File: src/rtl/minterm_lut_pkg.sv
// rtl/minterm_lut_pkg.sv - shared types and defaults for the minterm lookup table
package minterm_pkg;

  typedef enum logic [1:0] {
    IDLE,
    SCAN,
    DONE
  } sweep_state_t;

  localparam int N_IN_DEFAULT = 5;

  // Minterms 0,2,3,4,8,21,22,29,31 set
  localparam logic [31:0] RESET_TABLE_DEFAULT = 32'hA060_011D;

endpackage

File: src/rtl/minterm_lut_if.sv
// rtl/minterm_lut_if.sv - write, lookup and sweep signal bundle for minterm_lut
interface minterm_lut_if #(
  parameter int N_IN = 5
) ();

  logic            wr_en;
  logic [N_IN-1:0] wr_addr;
  logic            wr_data;
  logic            clr;
  logic            in_valid;
  logic [N_IN-1:0] in_vec;
  logic            out_valid;
  logic            out_f;
  logic            sweep_start;
  logic            sweep_busy;
  logic            sweep_done;
  logic [N_IN:0]   minterm_cnt;

  modport master (
    output wr_en, wr_addr, wr_data, clr, in_valid, in_vec, sweep_start,
    input  out_valid, out_f, sweep_busy, sweep_done, minterm_cnt
  );

  modport slave (
    input  wr_en, wr_addr, wr_data, clr, in_valid, in_vec, sweep_start,
    output out_valid, out_f, sweep_busy, sweep_done, minterm_cnt
  );

endinterface

File: src/rtl/minterm_lut_sweep.sv
// rtl/minterm_lut_sweep.sv - sweep engine that counts the set minterms of the table
module minterm_sweep
  import minterm_pkg::*;
#(
  parameter int N_IN = N_IN_DEFAULT
) (
  input  logic               clk,
  input  logic               rst,
  input  logic [2**N_IN-1:0] lut,
  input  logic               start,
  output logic               busy,
  output logic               done,
  output logic [N_IN:0]      cnt
);

  sweep_state_t    state_q, state_d;
  logic [N_IN-1:0] idx_q, idx_d;
  logic [N_IN:0]   acc_q, acc_d;
  logic [N_IN:0]   cnt_q, cnt_d;
  logic [N_IN:0]   acc_plus;

  // Running sum including the entry scanned this cycle (its current value)
  assign acc_plus = acc_q + (N_IN+1)'(lut[idx_q]);

  // State, index, accumulator and result registers
  always_ff @(posedge clk) begin
    if (rst) begin
      state_q <= IDLE;
      idx_q   <= '0;
      acc_q   <= '0;
      cnt_q   <= '0;
    end else begin
      state_q <= state_d;
      idx_q   <= idx_d;
      acc_q   <= acc_d;
      cnt_q   <= cnt_d;
    end
  end

  // Next state; result is latched on the edge entering DONE so it is valid with the pulse
  always_comb begin
    state_d = state_q;
    idx_d   = idx_q;
    acc_d   = acc_q;
    cnt_d   = cnt_q;
    case (state_q)
      IDLE: begin
        if (start) begin
          state_d = SCAN;
          idx_d   = '0;
          acc_d   = '0;
        end
      end
      SCAN: begin
        acc_d = acc_plus;
        idx_d = idx_q + 1'b1;
        if (idx_q == '1) begin
          state_d = DONE;
          cnt_d   = acc_plus;
        end
      end
      DONE: begin
        state_d = IDLE;
      end
      default: begin
        state_d = IDLE;
      end
    endcase
  end

  assign busy = (state_q == SCAN);
  assign done = (state_q == DONE);
  assign cnt  = cnt_q;

endmodule

File: src/rtl/minterm_lut.sv
// rtl/minterm_lut.sv - reloadable truth-table logic function; sweep built when MINTERM_SWEEP_EN is defined
module minterm_lut
  import minterm_pkg::*;
#(
  parameter int                 N_IN        = N_IN_DEFAULT,
  parameter logic [2**N_IN-1:0] RESET_TABLE = RESET_TABLE_DEFAULT
) (
  input logic          clk,
  input logic          rst,
  minterm_lut_if.slave bus
);

  logic [2**N_IN-1:0] lut_q;
  logic               out_valid_q;
  logic               out_f_q;

  // Truth table: clear wins over a same-cycle single-bit write
  always_ff @(posedge clk) begin
    if (rst) begin
      lut_q <= RESET_TABLE;
    end else if (bus.clr) begin
      lut_q <= '0;
    end else if (bus.wr_en) begin
      lut_q[bus.wr_addr] <= bus.wr_data;
    end
  end

  // Lookup stage reads the pre-update table, so same-cycle writes return the old value
  always_ff @(posedge clk) begin
    if (rst) begin
      out_valid_q <= 1'b0;
      out_f_q     <= 1'b0;
    end else begin
      out_valid_q <= bus.in_valid;
      if (bus.in_valid) begin
        out_f_q <= lut_q[bus.in_vec];
      end
    end
  end

  assign bus.out_valid = out_valid_q;
  assign bus.out_f     = out_f_q;

`ifdef MINTERM_SWEEP_EN
  minterm_sweep #(
    .N_IN(N_IN)
  ) u_sweep (
    .clk  (clk),
    .rst  (rst),
    .lut  (lut_q),
    .start(bus.sweep_start),
    .busy (bus.sweep_busy),
    .done (bus.sweep_done),
    .cnt  (bus.minterm_cnt)
  );
`else
  logic unused_sweep_start;
  assign unused_sweep_start = bus.sweep_start;
  assign bus.sweep_busy     = 1'b0;
  assign bus.sweep_done     = 1'b0;
  assign bus.minterm_cnt    = '0;
`endif

endmodule

File: src/flat_wrapper.sv
// flat-port wrapper written by rule: the top's interface ports become plain ports
module minterm_lut_flat import minterm_pkg::*;
#(
  parameter int                 N_IN        = N_IN_DEFAULT,
  parameter logic [2**N_IN-1:0] RESET_TABLE = RESET_TABLE_DEFAULT
)
  (clk, rst, bus_wr_en, bus_wr_addr, bus_wr_data, bus_clr, bus_in_valid, bus_in_vec, bus_sweep_start, bus_out_valid, bus_out_f, bus_sweep_busy, bus_sweep_done, bus_minterm_cnt);
  minterm_lut_if #(.N_IN(N_IN)) bus_i ();
  input logic clk;
  input logic rst;
  input wire logic [$bits(bus_i.wr_en)-1:0] bus_wr_en;
  input wire logic [$bits(bus_i.wr_addr)-1:0] bus_wr_addr;
  input wire logic [$bits(bus_i.wr_data)-1:0] bus_wr_data;
  input wire logic [$bits(bus_i.clr)-1:0] bus_clr;
  input wire logic [$bits(bus_i.in_valid)-1:0] bus_in_valid;
  input wire logic [$bits(bus_i.in_vec)-1:0] bus_in_vec;
  input wire logic [$bits(bus_i.sweep_start)-1:0] bus_sweep_start;
  output wire logic [$bits(bus_i.out_valid)-1:0] bus_out_valid;
  output wire logic [$bits(bus_i.out_f)-1:0] bus_out_f;
  output wire logic [$bits(bus_i.sweep_busy)-1:0] bus_sweep_busy;
  output wire logic [$bits(bus_i.sweep_done)-1:0] bus_sweep_done;
  output wire logic [$bits(bus_i.minterm_cnt)-1:0] bus_minterm_cnt;
  assign bus_i.wr_en = bus_wr_en;
  assign bus_i.wr_addr = bus_wr_addr;
  assign bus_i.wr_data = bus_wr_data;
  assign bus_i.clr = bus_clr;
  assign bus_i.in_valid = bus_in_valid;
  assign bus_i.in_vec = bus_in_vec;
  assign bus_i.sweep_start = bus_sweep_start;
  assign bus_out_valid = bus_i.out_valid;
  assign bus_out_f = bus_i.out_f;
  assign bus_sweep_busy = bus_i.sweep_busy;
  assign bus_sweep_done = bus_i.sweep_done;
  assign bus_minterm_cnt = bus_i.minterm_cnt;
  minterm_lut #(.N_IN(N_IN), .RESET_TABLE(RESET_TABLE)) u_core (.clk(clk), .rst(rst), .bus(bus_i));
endmodule
File: config.mk
export PLATFORM = sky130hd
export DESIGN_NAME = minterm_lut_flat
export DESIGN_NICKNAME = d
export VERILOG_FILES = /design/src/rtl/minterm_lut_pkg.sv /design/src/rtl/minterm_lut_if.sv /design/src/rtl/minterm_lut_sweep.sv /design/src/rtl/minterm_lut.sv /design/src/flat_wrapper.sv
export SDC_FILE = /design/constraint.sdc
export NUM_CORES = 1
export LEC_CHECK = 0
export ABC_AREA = 1
export CORE_MARGIN = 2
export CORE_UTILIZATION = 55
export CTS_CLUSTER_DIAMETER = 80
export DETAILED_ROUTE_END_ITERATION = 12
export PLACE_DENSITY_LB_ADDON = 0.05
export SYNTH_ARGS = -nofsm -noshare
export SYNTH_HDL_FRONTEND = slang
export SYNTH_SLANG_ARGS = --single-unit
File: constraint.sdc
create_clock -name clk -period 4.9 [get_ports clk]
set_clock_uncertainty 0.2 [all_clocks]
set_input_delay 1.47 -clock clk [delete_from_list [all_inputs] [get_ports clk]]
set_output_delay 1.47 -clock clk [all_outputs]
set_load 0.02 [all_outputs]
==> After elaboration in Yosys (flattened, before gate mapping) <==
Cells that the tools add are included.
{ "op_classes": {"reduce_logical": 3, "muxes": 7, "magnitude_cmp": 3} }
{ "op_table": {"columns": ["cell", "count"], "rows": [
  ["32-bit 2-to-1 mux", 2],
  ["32-bit bitwise mux", 1],
  ["5-bit by 6-bit < comparator with 1-bit output (second input constant)", 2],
  ["1-bit binary-select mux with 5-bit select", 1],
  ["1-bit demux with 5-bit select", 1],
  ["5-bit by 1-bit greater-or-equal comparator with 1-bit output (second input constant)", 1],
  ["1-bit 2-to-1 mux", 2],
  ["2-bit nonzero test", 1],
  ["2-bit OR reduction", 1],
  ["1-bit logical AND", 1]
]} }
{ "totals": {"inputBits": 17, "elab_cells": 17, "register_bits": 34} }

==> Longest topological paths before layout <==
{ "depth": {"depth_word": 7, "ltp_mapped": 11, "mapped_depth_nobuf": 9} }

==> Worst setup path before layout <==
No wires, ideal clock.
{ "synth_path": {"path_type": "in2reg", "startpoint": "in bus_in_vec[0]", "endpoint": "reg u_core.out_f_q (netlist: u_core.bus.out_f)", "arrival_time_ns": 2.407, "required_ns": 4.630, "stages": 11, "path_slack_ns": 2.224, "n_path_buf": 2, "setup_ns": 0.070, "cell_sequence": "buf_2 > inv_1 > buf_2 > nand2_1 > nand3_1 > nand3_1 > nand2_1 > nand2_1 > nand3_1 > nand2_1 > a21oi_1"} }
{ "synth_via": {"elab_chain_len": 2} }
{ "synth_lines": {"columns": ["element", "line", "text"], "rows": [
  ["start, declared", "flat_wrapper.sv:16", "input wire logic [$bits(bus_i.in_vec)-1:0] bus_in_vec;"],
  ["1-bit binary-select mux with 5-bit select", "minterm_lut.sv:36", "out_f_q <= lut_q[bus.in_vec];"],
  ["1-bit 2-to-1 mux (implied by the code)", "minterm_lut.sv:36", null],
  ["end signal, assigned", "minterm_lut.sv:36", null],
  ["end, declared", "minterm_lut.sv:15", "logic out_f_q;"]
]} }
No other way between the ends. The select of a mux whose other input is x is not followed.
A chain may end at the register's enable or synchronous reset.

==> Worst setup path after layout <==
{ "layout_path": {"startpoint": "in rst", "endpoint": "reg u_core.lut_q[23]"} }
{ "layout_via": {"elab_chain_len": 1} }
{ "layout_lines": {"columns": ["element", "line", "text"], "rows": [
  ["start, declared", "flat_wrapper.sv:10", "input logic rst;"],
  ["2-bit OR reduction (no source line)", null, null],
  ["end signal, assigned by index", "minterm_lut.sv:24", "lut_q[bus.wr_addr] <= bus.wr_data;"],
  ["end, declared", "minterm_lut.sv:13", "logic [2**N_IN-1:0] lut_q;"]
]} }
No other way between the ends.

==> impl_metrics.tcl <==
set metrics [dict create \
    placed_area_um2 1950 \
    synthCells 238 \
    leakagePower_nw 0.766 \
    power.switching_uw 155 \
    reg2reg_from "u_core.lut_q[18]$_SDFFE_PP0P_" \
    die_h_um 61.0 \
    post_drt_wl_per_cell_um 14.1 \
    ys_ff_latch 34 \
    hold_path_class "register to register" \
    start_util_pct 58.0 \
    reg2reg_depth 8 \
    fmax_mhz 312 \
    clkLatencyLatePin_ps 340 \
    clk_pin_slew_ps 90 \
    period_needed_ps 3210 \
    yosysUniqueCellTypes 18 \
    dpl_worst_slack_ps 1410 \
    synth.avg_cell_area_um2 7.51 \
    drv_slew 0 \
    regArea_um2 681 \
    grt_pass1_wl_mm 6.91 \
    clkSinkCount 34 \
    p_int_uw 383 \
    grt_max_degree 24 \
    grt.overflow.total 0 \
    r2r-end "u_core.bus.out_f$_SDFFE_PP0P_" \
    ctsHoldBuffers 0 \
    drc_errors 0 \
    antenna_found_initial 0 \
    drt_wl_total_mm 4.19 \
    drv_cap 0 \
    yosysSeqAreaShare_pct 38.1 \
    critPathLaunchType "input pin" \
    drt_iter0_drc 119 \
    critical_path_class "input pin to register" \
    cts_tree "built" \
    fin_area_um2 2010 \
    die-area_um2 3720 \
    vias 1690 \
    rsz0062_at_grt "no" \
    postCtsSetupBuffers 0 \
    cts_buffers 5 \
    finalPower_uw 538 \
    postRouteAntennaNets 0 \
    yosys_warnings 0 \
    multi_input_area_um2 931 \
    setup_viol 0 \
    htree_levels 2 \
    drtPass1Iterations 4 \
    critPathMaxFanout 23 \
    cpMaxStageDelayCell "clkdlybuf4s50_1" \
    power_frac_clock_pct 30.1 \
    via_per_inst 5.69 \
    critical_path.top_delay_family "buffers and inverters" \
    core_area_um2 3080 \
    synth_area_um2 1790 \
    syn2layout_area_growth_pct 12.7 \
    ios 27 \
    dieWidth_um 61.0 \
    fin_tns_setup_ps 0 \
    hold_depth 2 \
    worstPathRequired_ps 4930 \
    io_buffer_count 17 \
    slew_headroom_pct 44.6 \
    drive_gt1_share_pct 7.51 \
    outcome "completed" \
    end_kind "register" \
    final_nets 269 \
    dp_hpwl_mm 2.83 \
    post_cts_resized 0 \
    clockBufferDepth 2 \
    gp_congestion 0.820 \
    rrSetupSlack_ps 3660 \
    hold_start "u_core.lut_q[4]$_SDFFE_PP1P_" \
    critPathBufInv 2 \
    cpPeakStageDelay_ps 520 \
    power_density_nw_per_um2 267 \
    grt_usage_pct 25.8 \
    antenna_cells 0 \
    p_sw_share_pct 28.7 \
    combPwrFrac_pct 16.3 \
    hold_viol 0 \
    finalCritPeriodShare_pct 65.4 \
    critical_path.cell_chain "clkdlybuf4s50_1 -> inv_1 -> nand2_1 -> a311oi_1" \
    peakVddDrop_uv 146 \
    p_seq_share_pct 53.5 \
    fillers 306 \
    cts_root_buf "clkbuf_4" \
    arrival_ps 3240 \
    setup_ws_ps 1690 \
    worstMarginPinSlew_ps 829 \
    row_count 20 \
    min_to "u_core.lut_q[4]$_SDFFE_PP1P_" \
    grt_pass1_vias 1442 \
]
[metal layers]
| metal | track usage [%] | share of wire, % |
|---|---|---|
| met1 | 38.3 | 49 |
| met2 | 34.9 | 43 |
| met3 | 5.76 | 5.5 |
| met4 | 12.4 | 2.2 |
| met5 | 0 | 0 |
[worst register-to-register path: cells and delay by family (launching register included)]
family          cells  cell delay, ps
compound gates      1             100
flops               1             350
simple gates        7             530
[through the flow]
step | hold WS, ps | util, % | cells
global route | 330 | 65.4 | 297
floorplan | 250 | - | 245
global placement | 282 | 63.5 | 289
detailed placement | 284 | 63.5 | 289
finish | 310 | 65.4 | 297
CTS | 310 | 65.4 | 297
[flip-flops by register name, indices dropped and copies added, names as in the netlist]
register              cells
u_core.bus.out_f          1
u_core.bus.out_valid      1
u_core.lut_q             32
[worst max path at each step]
stage                  start                             to  slack [ps]  cells after the start
2_1_floorplan  bus_in_vec[0]  u_core.bus.out_f$_SDFFE_PP0P_        2220                     11
3_3_place_gp             rst  u_core.lut_q[18]$_SDFFE_PP0P_        1420                      4
3_5_place_dp             rst   u_core.lut_q[5]$_SDFFE_PP0P_        1410                      4
4_1_cts                  rst   u_core.lut_q[5]$_SDFFE_PP0P_        1770                      4
5_1_grt                  rst  u_core.lut_q[23]$_SDFFE_PP0P_        1610                      4
6_report                 rst  u_core.lut_q[23]$_SDFFE_PP0P_        1690                      4
[kinds of logic after synthesis]
family,synth area share (%)
AO/OA/AOI/OAI,24.7
flip-flops,38.1
other,0.210
buffers and inverters,11.3
AND/OR/NAND/NOR,25.7
[power by group through the flow]
| stage | clock network, mW | registers [mW] | logic, mW |
|---|---|---|---|
| 3_3_place_gp | 0 | 0.294 | 0.0863 |
| 3_5_place_dp | 0 | 0.294 | 0.0870 |
| 5_1_grt | 0.177 | 0.289 | 0.0977 |
| 4_1_cts | 0.165 | 0.288 | 0.0873 |
| 2_1_floorplan | 0 | 0.294 | 0.0586 |
| 6_report | 0.162 | 0.288 | 0.0879 |
[cell usage after synthesis, drive strengths merged]
cell,count,area share (%)
a21oi,25,7.0
a311oi,23,11
a31oi,2,0.70
buf,13,4.8
clkbuf,8,1.7
conb,1,0.21
dfxtp,34,38
inv,23,4.8
nand2,50,11
nand3,31,8.7
nor2,8,1.7
nor3,6,4.8
o211ai,7,2.9
o21ai,3,0.84
o311ai,4,2.0
[placed cells by master (no fill, tap or decap), types with 3 or more instances in the layout]
cell type and instances:
nand3_1 31, o211ai_1 7, o311ai_0 4, a21oi_1 25, nor2_1 8, nor3_4 5
nand2_1 50, clkbuf_4 5, clkdlybuf4s50_1 17, inv_1 20, buf_4 4, o21ai_0 3
dfxtp_1 34, a311oi_1 23, conb_1 8, inv_2 3
[layout make-up]
class | count | area share, %
multi-input cells | 167 | 46.2
flip-flops and latches | 34 | 33.8
repair buffers | 21 | 9.94
inverters | 23 | 4.29
clock buffers | 7 | 2.73
well taps | 44 | 2.73
clock inverters | 1 | 0.249
Power figures use the tool's default switching activity.
==> RTL change: new RTL, config.mk and constraints unchanged <==
Change the package constant `N_IN_DEFAULT` from 5 to 6.
--- a/src/rtl/minterm_lut_pkg.sv
+++ b/src/rtl/minterm_lut_pkg.sv
@@ -9,3 +9,3 @@
 
-  localparam int N_IN_DEFAULT = 5;
+  localparam int N_IN_DEFAULT = 6;
 
Ports: changed (resized bus_in_vec, bus_minterm_cnt and bus_wr_addr); port bits go from 27 to 30. No check against the original RTL was run, so the function may have changed too.
==> RTL change against the unedited design <==
- sequential share of layout area grew 1.7 points
- setup slack lost 0.28 ns
- power is 120% higher
- critical endpoint is now u_core.lut_q[21]
- area after synthesis increased by 93%
- design area is 85% higher
- non-clock buffer count grew 2
- fmax decreased by 7.9%
- sequential cell count increased by 32
- routed wire length is 110% higher
- highest routed layer unchanged
- cell count grew 75%
==> RTL change: results <==
[place]
dpl_cell_area_um2 = 3501
dp.cells = 504
post-place-ws_ns = 1.116
post-dp-hpwl_um = 5364
port_buffers = 19
globalplace.congestion = 0.8403

[timing]
max_slew_margin_pct = 24.78
hold_slack_ns = 0.2961

[clocking]
cts_buffers = 9
post-cts-setup-buffer-count = 0
htree_levels = 3
path_clk_slew_ns = 0.08
cts-root-buf = "clkbuf_8"
cts_resized = 0
clock_latency_ns = 0.35
cts_max_path_buffers = 2

[final_layout]
drive_gt1_share_pct = 8.315
top_register = "u_core.lut_q"
antennaDiodeCount = 0
largest_register_ffs = 64
final_nets = 459
final_cell_count_no_fill = 520
fill_cells = 550
final_core_util_pct = 62.20

[setup_path]
cpLargestDelayFamily = "simple AND/OR/NAND/NOR gates"
crit_slowest_cell = "nor2_1"
timing.rr.start = "u_core.lut_q[46]"
arrival_ns = 3.50
crit_path_max_fanout = 11
cp-startpoint = "bus_wr_addr[0]"
rr_endpoint = "u_core.bus.out_f"
regToRegSetupSlack_ns = 3.48
max_stage_delay_ns = 0.58
rr_worst_depth = 10

[logic_synthesis]
syn_inst = 443
ys_warn_count = 0
synth_cell_types = 27
ys_seq_area_share_pct = 38.26
yosys-top-cells-count = "87 x nand2_1, 66 x dfxtp_1, 61 x nand3_1"
synthFlopType = "dfxtp_1"
netlist_top_cells_area = "dfxtp_1 38%, a311oi_1 14%, nand2_1 9.5%, nand3_1 8.8%, a21oi_1 8.6%"

[detailed_routing]
drtIter0Drc = 199
wl_per_cell_um = 16.79
avgViaCountPerCell = 6.260
firstDrtPassIters = 5

[global_routing]
grt.met2_usage_pct = 38.86
grt_util_all_layers_pct = 26.03
antenna_found_initial = 0
grt_pass1_wl_um = 14770
grt_pass1_vias = 3026
met3_usage_pct = 6.362
grt_start_max_net_pins = 56
use_met1_pct = 35.17

[hold_path]
min_to = "u_core.lut_q[3]"
min_path_type = "register to register"
hold_depth = 2
hold_start = "u_core.lut_q[3]"

[power_and_ir_drop]
irDropWorstVdd_mv = 0.2746
leakage_nw = 1.290

[status]
status = "finished, final reports clean"
## RTL change: cell types whose count changed in the layout (fill, tap and decap cells not counted), moves of 5 or more
cell and delta:
nor3_1 +6, a311oi_1 +32, nand2_1 +37, a21oi_1 +34
dfxtp_1 +32, nand3_1 +30, clkbuf_8 +8, clkbuf_4 -5
## RTL change: how the worst max path moves through the flow
stage / to / slack (ns) / cells past startpoint
floorplan: u_core.bus.out_f / 2.09 / 13
global placement: u_core.bus.out_f / 1.11 / 12
detailed placement: u_core.bus.out_f / 1.12 / 12
CTS: u_core.bus.out_f / 1.47 / 12
global route: u_core.bus.out_f / 1.26 / 12
finish: u_core.lut_q[21] / 1.42 / 8
## RTL change: cell families (layout without fill, tap and decap cells)
kind of cell	count (synthesis)	in the layout	synth area share (%)
other cells	1	9	0.1086
simple gates	175	175	24.60
buf+inv	75	69	11.92
compound gates	126	126	25.11
flops	66	66	38.26
## RTL change: worst reg2reg max path, cell delays in order, from the launching register on
cell and delay, ns:
dfxtp_1 0.32, nand2_1 0.06, nand3_1 0.10, nand3_1 0.12
nand3_1 0.09, nand2_1 0.10, nand2_1 0.06, nand3_1 0.10
nand3_1 0.07, nand2_1 0.06, inv_1 0.03
## RTL change: per-layer routing
metal / routed length (um) / part of all wire, % / vias up
met4: 212 / 2.4 / 0
met5: 0 / 0 / -
met2: 3918 / 45 / 131
met3: 609 / 7.0 / 20
li1: - / - / 1586
met1: 3992 / 46 / 1518
## RTL change: layout make-up
type                    instances  area share, %
repair buffers                 23          5.910
flip-flops and latches         66          35.46
multi-input cells             310          46.98
well taps                      75          2.518
inverters                      30          3.089
clock buffers                   9          3.324
clock inverters                 7          2.720
## RTL change: where the power goes
group          internal (mW)  switching [mW]
clock                  0.291           0.230
sequential             0.544         0.00392
combinational         0.0395          0.0991
